## config.mk

```make
export PLATFORM = sky130hd
export DESIGN_NAME = fifo_csr_master
export DESIGN_NICKNAME = d
export VERILOG_FILES = /design/src/rtl/fifo_csr_master.sv
export SDC_FILE = /design/constraint.sdc
export NUM_CORES = 1
export LEC_CHECK = 0
export BUFFER_PORTS_ARGS = -buffer_cell sky130_fd_sc_hd__buf_2
export CORE_MARGIN = 10
export CORE_UTILIZATION = 30
export DETAILED_ROUTE_END_ITERATION = 12
export MAX_ROUTING_LAYER = met4
export PLACE_DENSITY = 0.53
export SLEW_MARGIN = 20
export SYNTH_ARGS = -nofsm -noshare
export SYNTH_HDL_FRONTEND = slang
export SYNTH_SLANG_ARGS = --single-unit
```

## constraint.sdc

```tcl
create_clock -name clk -period 3.69 [get_ports clk]
set_input_delay 0.369 -clock clk [delete_from_list [all_inputs] [get_ports clk]]
set_output_delay 0.369 -clock clk [all_outputs]
set_load 0.05 [all_outputs]
```

## src/rtl/fifo_csr_master.sv

```systemverilog
// Avalon-MM master that moves stream words into/out of the FIFO CSR slave, re-polling status before each access.
// Optional one-shot control-register write after reset when CTRL_INIT_EN is defined.
module fifo_csr_master #(
  parameter int               WIDTH         = 8,
  parameter int               POINTER_WIDTH = 4,
  parameter logic [WIDTH-1:0] CTRL_INIT     = '0
) (
  input  logic                     clk,
  input  logic                     reset,
  input  logic                     en,
  input  logic                     src_valid,
  input  logic [WIDTH-1:0]         src_data,
  output logic                     src_ready,
  output logic                     snk_valid,
  output logic [WIDTH-1:0]         snk_data,
  input  logic                     snk_ready,
  output logic [1:0]               avm_address,
  output logic                     avm_read,
  output logic                     avm_write,
  output logic [WIDTH-1:0]         avm_writedata,
  input  logic [WIDTH-1:0]         avm_readdata,
  output logic                     st_full,
  output logic                     st_empty,
  output logic [POINTER_WIDTH:0]   st_count
);

  typedef enum logic [3:0] {
    IDLE      = 4'd0,
`ifdef CTRL_INIT_EN
    INIT      = 4'd1,
    INIT_GAP  = 4'd2,
`endif
    POLL      = 4'd3,
    POLL_WAIT = 4'd4,
    PUSH      = 4'd5,
    PUSH_GAP  = 4'd6,
    POP       = 4'd7,
    POP_WAIT  = 4'd8
  } state_t;

`ifdef CTRL_INIT_EN
  localparam state_t RESET_STATE = INIT;
`else
  localparam state_t RESET_STATE = IDLE;
`endif

  localparam logic [1:0] ADDR_STATUS = 2'b00;
  localparam logic [1:0] ADDR_READ   = 2'b01;
  localparam logic [1:0] ADDR_WRITE  = 2'b10;
  localparam logic [1:0] ADDR_CTRL   = 2'b11;

  state_t state, state_nxt;
  logic   last_grant_pop;
  logic   push_elig, pop_elig;

  // Eligibility is judged on the live status word returned for the poll.
  assign push_elig = src_valid && !avm_readdata[POINTER_WIDTH+2];
  assign pop_elig  = !avm_readdata[POINTER_WIDTH+1] && (!snk_valid || snk_ready);

  always_ff @(posedge clk or posedge reset) begin
    if (reset) begin
      state          <= RESET_STATE;
      last_grant_pop <= 1'b1;
    end else begin
      state <= state_nxt;
      if (state_nxt == PUSH)
        last_grant_pop <= 1'b0;
      else if (state_nxt == POP)
        last_grant_pop <= 1'b1;
    end
  end

  always_comb begin
    state_nxt = state;
    case (state)
      IDLE:      if (en) state_nxt = POLL;
`ifdef CTRL_INIT_EN
      INIT:      state_nxt = INIT_GAP;
      INIT_GAP:  state_nxt = IDLE;
`endif
      POLL:      state_nxt = POLL_WAIT;
      POLL_WAIT: begin
        if (push_elig && pop_elig)
          state_nxt = last_grant_pop ? PUSH : POP;
        else if (push_elig)
          state_nxt = PUSH;
        else if (pop_elig)
          state_nxt = POP;
        else
          state_nxt = IDLE;
      end
      PUSH:      state_nxt = PUSH_GAP;
      PUSH_GAP:  state_nxt = IDLE;
      POP:       state_nxt = POP_WAIT;
      POP_WAIT:  state_nxt = IDLE;
      default:   state_nxt = IDLE;
    endcase
  end

  always_comb begin
    avm_read    = 1'b0;
    avm_write   = 1'b0;
    avm_address = ADDR_STATUS;
    src_ready   = 1'b0;
    case (state)
      POLL: avm_read = 1'b1;
      PUSH: begin
        avm_write   = 1'b1;
        avm_address = ADDR_WRITE;
        src_ready   = 1'b1;
      end
      POP: begin
        avm_read    = 1'b1;
        avm_address = ADDR_READ;
      end
`ifdef CTRL_INIT_EN
      INIT: begin
        avm_write   = 1'b1;
        avm_address = ADDR_CTRL;
      end
`endif
      default: ;
    endcase
  end

`ifdef CTRL_INIT_EN
  assign avm_writedata = (state == INIT) ? CTRL_INIT : src_data;
`else
  // The control value plays no part when the init write is compiled out.
  logic unused_ctrl;
  assign unused_ctrl   = ^{CTRL_INIT, ADDR_CTRL};
  assign avm_writedata = src_data;
`endif

  always_ff @(posedge clk or posedge reset) begin
    if (reset) begin
      st_count  <= '0;
      st_empty  <= 1'b0;
      st_full   <= 1'b0;
      snk_valid <= 1'b0;
      snk_data  <= '0;
    end else begin
      if (state == POLL_WAIT) begin
        st_count <= avm_readdata[POINTER_WIDTH:0];
        st_empty <= avm_readdata[POINTER_WIDTH+1];
        st_full  <= avm_readdata[POINTER_WIDTH+2];
      end
      if (state == POP_WAIT) begin
        snk_data  <= avm_readdata;
        snk_valid <= 1'b1;
      end else if (snk_valid && snk_ready) begin
        snk_valid <= 1'b0;
      end
    end
  end

endmodule
```

Word-level counts from Yosys, hierarchy flattened
Index checks and enable logic that the tools add are counted.
Widths: inputs -> output; s select.
- bits of input ports: 21
- register bits: 21
- word-level logic and storage cells: 39
- reduce and logical (&&, ||, !) cells: 12
- mux-type cells: 13
- equal/unequal tests: 7
- operators by type and width (cell ; count):
    $eq 4x3->1 const B ; 5
    $pmux 4 s5 ; 1
    $mux 3 ; 3
    $mux 1 ; 6
    $eq 4x2->1 const B ; 1
    $eq 4x4->1 const B ; 1
    $logic_and 1x1->1 ; 4
    $logic_not 4->1 ; 1
    $mux 4 ; 1
    $pmux 2 s2 ; 1
    $reduce_bool 2->1 ; 2
    $logic_not 1->1 ; 3
    $mux 2 ; 1
    $reduce_or 2->1 ; 1
    $logic_or 1x1->1 ; 1

Depth between registers and ports, before layout
- depth after elaboration: 10
- mapped depth: 4
- gate-level depth less buffers: 3

Worst setup path after synthesis
OpenSTA, ideal clock, no wires.
- path kind: register to output
- start point: register state[2]
- end point: output src_ready
- slack: 0.695 ns
- cell stages (with the launch flop): 4
- required time: 3.321 ns
- data arrival time: 2.626 ns
- cell sequence: dfrtp_1 -> buf_2 -> nor4bb_1 -> buf_4
- longest elaborated chain between the ends: 2
- ends and longest elaborated chain (item ; RTL line ; RTL):
    from (decl) ; 52 ; state_t state, state_nxt;
    from (signal assigned) ; 65 ; state <= state_nxt;
    $eq 4x3->1 ; n/a ;
    $mux 1 ; n/a ;
    to (decl) ; 13 ; output logic src_ready,
Every way passes these cells.

Final worst setup path
- start point: register state[2]
- end point: output avm_write
- longest elaborated chain between the ends: 2
- ends and longest elaborated chain (item ; RTL line ; RTL):
    $eq 4x3->1 ; 105 ; case (state)
    $mux 1 ; 105 ;
    to (decl) ; 19 ; output logic avm_write,
Every way passes these cells.

==> reports/summary.txt <==
Register area share after synthesis -> 52.6%
Top Family by Delay on Critical Path -> flip-flops
Post-cts resize count -> 0
N_diodes -> 0
Worst-path clk slew -> 120 ps
Psw -> 0.000578 W
Cell taking the most area after synthesis -> dfrtp_1
Post-synthesis register bit count -> 21
Number of synthesized flops with an enable pin -> 0
Ratio of cells with drive above 1 in the final layout -> 54.5%
Post-synthesis net count -> 98
Maximum number of pins on one net before global-route repair -> 22
Crit share post-route -> 54.1%
Synth warn -> 0
Power density cells -> 982 nW/µm²
Vias -> 652
CP Max Fanout -> 12
Post-cts hold buffer count -> 0
Final net count -> 123
Setup-failing EPs final -> 0
Max-cap violation count -> 0
Data arrival time of the critical path -> 1630 ps
Top post-synthesis cells by count -> dfrtp_1 (20), mux2_2 (15), buf_4 (10)
Net Sw Frac -> 51.1%
Outcome -> finished clean
Root Driver -> clkbuf_4
Peak Freq -> 501 MHz
Clk sinks -> 21
DRC violations left -> 0
Total internal power -> 0.000553 W
Die height -> 77.8 µm
Io pins -> 50
DR WL/cell -> 14.4 µm
Count leader, synth -> dfrtp_1
Least-Margin Pin Slew -> 779 ps
DRT antenna net count -> 0
CP required -> 3320 ps
Leakage power -> 0.567 nW
Total GRT Usage -> 7.40%
CTS tree -> yes
Pre-CTS setup slack -> 1910 ps
Synth top area share -> 50.0%
Ranking of synthesized cells by area -> dfrtp_1 (50%), mux2_2 (17%), buf_4 (7.5%)
Mapped Cells -> 77
CP Capture Type -> output port
RSZ-0062 raised after global routing -> false
Mapped Area -> 1000 µm²
Number of distinct library cells after synthesis -> 23
Setup Buffers After CTS -> 0
Startpoint types -> register
Critical path class -> reg -> out
Sequential Power Share -> 37.1%
Initial Util -> 32.0%
Crit-path slowest cell -> dfrtp_1
First-pass GRT wire length -> 3.55 mm
PortBufs -> 33
Worst slew margin -> 48.0%
Comb pwr share -> 53.3%
DR pass1 iterations -> 3
Congestion Overflow GR -> 0
H-tree levels -> 1
Setup TNS -> 0 ps
Worst-skew pair later-pin latency -> 300 ps
Vias in the first global route -> 764
HP Class -> in -> async
Crit-path cells -> nor4bb_1, buf_2
Mean Syn Cell Area -> 13.0 µm²
Fin. Hold Viols -> 0
Critical path buffers and inverters -> 1
DR iter-0 viols -> 20
Clock Tree Buf Depth -> 2
DP HPWL -> 1.57 mm
Routed Wire Length -> 2.09 mm
GPL Wtd Cong -> 0.687
Core footprint -> 3130 µm²
DIE AREA -> 6050 µm²
Via density -> 4.50
Clk pwr share -> 9.6%
CTS Buf Count -> 3
Antenna violations before repair -> 0
Peak supply drop -> 0.000506 V
Max Slew Vio Count -> 0
Die width -> 77.8 µm
Worst Hold Slack -> 181 ps
Area growth, synth to finish -> 15.0%
Synth async-reset ratio -> 100%
Worst setup margin -> 1690 ps
Final setup skew -> 10.2 ps
Crit path time final -> 2000 ps
Row Count -> 20
Slowest stage delay, CP -> 590 ps
Predominant post-synthesis flop cell -> dfrtp_1
[path summary, 6_finish.rpt]
kind / start / end / slack, ps / depth (start not counted)
worst max-delay path: state[2]$_DFF_PP0_ / avm_write / 1690 / 2
worst min-delay path: reset / st_count[2]$_DFFE_PP0N_ / 180 / 2
worst max register to register: state[2]$_DFF_PP0_ / st_count[0]$_DFFE_PP0N_ / 1920 / 2
worst min register to register: st_count[1]$_DFFE_PP0N_ / st_count[1]$_DFFE_PP0N_ / 510 / 1
max in group asynchronous: reset / snk_data[0]$_DFFE_PP0P_ / 3010 / 2
min in group clk: avm_readdata[3] / st_count[3]$_DFFE_PP0N_ / 300 / 2
[flip-flops by register name, indices dropped and copies added (netlist names)]
signal	cells
snk_data	8
st_empty	1
state	4
st_count	5
st_full	1
last_grant_pop	1
snk_valid	1
[power groups by stage]
stage               Clock, W  Combinational [W]  Sequential, W
floorplan                  0           0.000250       0.000684
global placement           0           0.000610       0.000417
detailed placement         0           0.000612       0.000424
CTS                 0.000115           0.000613       0.000422
global route        0.000125           0.000636       0.000438
finish              0.000109           0.000602       0.000419
[layer usage]
| metal | track usage, % | part of all wire (%) | vias to the layer above |
|---|---|---|---|
| met1 | 8.15 | 46 | 315 |
| met4 | 4.01 | 1.3 | 0 |
| met3 | 2.76 | 7.4 | 4 |
| met2 | 11.4 | 45 | 28 |
| li1 | - | - | 305 |
| met5 | - | 0 | - |
[final cells by class]
type / count / area (µm²)
repair buffers: 33 / 165
clock buffers: 4 / 26.3
multi-input cells: 41 / 370
well taps: 44 / 55.1
flip-flops and latches: 21 / 527
fillers: 318 / 1980
inverters: 2 / 7.51
[cells in the final DEF (no fill, tap or decap)]
master,n
or4_1,1
dfstp_2,1
o32ai_1,1
clkbuf_4,3
clkbuf_1,1
nand3_1,1
nor4bb_1,2
nor3b_1,3
a21oi_1,4
nor2b_1,1
nor4b_4,2
nand2b_1,2
inv_1,2
mux2_2,15
a31oi_1,1
buf_2,33
nor2_1,2
xor2_1,1
dfrtp_1,20
o22ai_1,1
and2_1,1
or3b_2,1
nand2_1,2
[per-stage QoR]
step           instance area (µm²)  power [W]  util, %  instances
2_1_floorplan                 1000   0.000934        -         77
3_3_place_gp                  1120    0.00103     36.0        141
3_5_place_dp                  1120    0.00104     36.0        141
4_1_cts                       1150    0.00115     36.8        145
5_1_grt                       1150    0.00120     36.8        145
6_report                      1150    0.00113     36.8        145
[logic make-up after synthesis]
group / Yosys count / share of synthesized area [%]
AO/OA/AOI/OAI: 7 / 4.13
XOR/XNOR: 1 / 0.875
buffers and inverters: 15 / 10.4
flip-flops: 21 / 52.6
multiplexers: 15 / 16.9
AND/OR/NAND/NOR: 18 / 15.1
(Power assumes the default switching activity.)
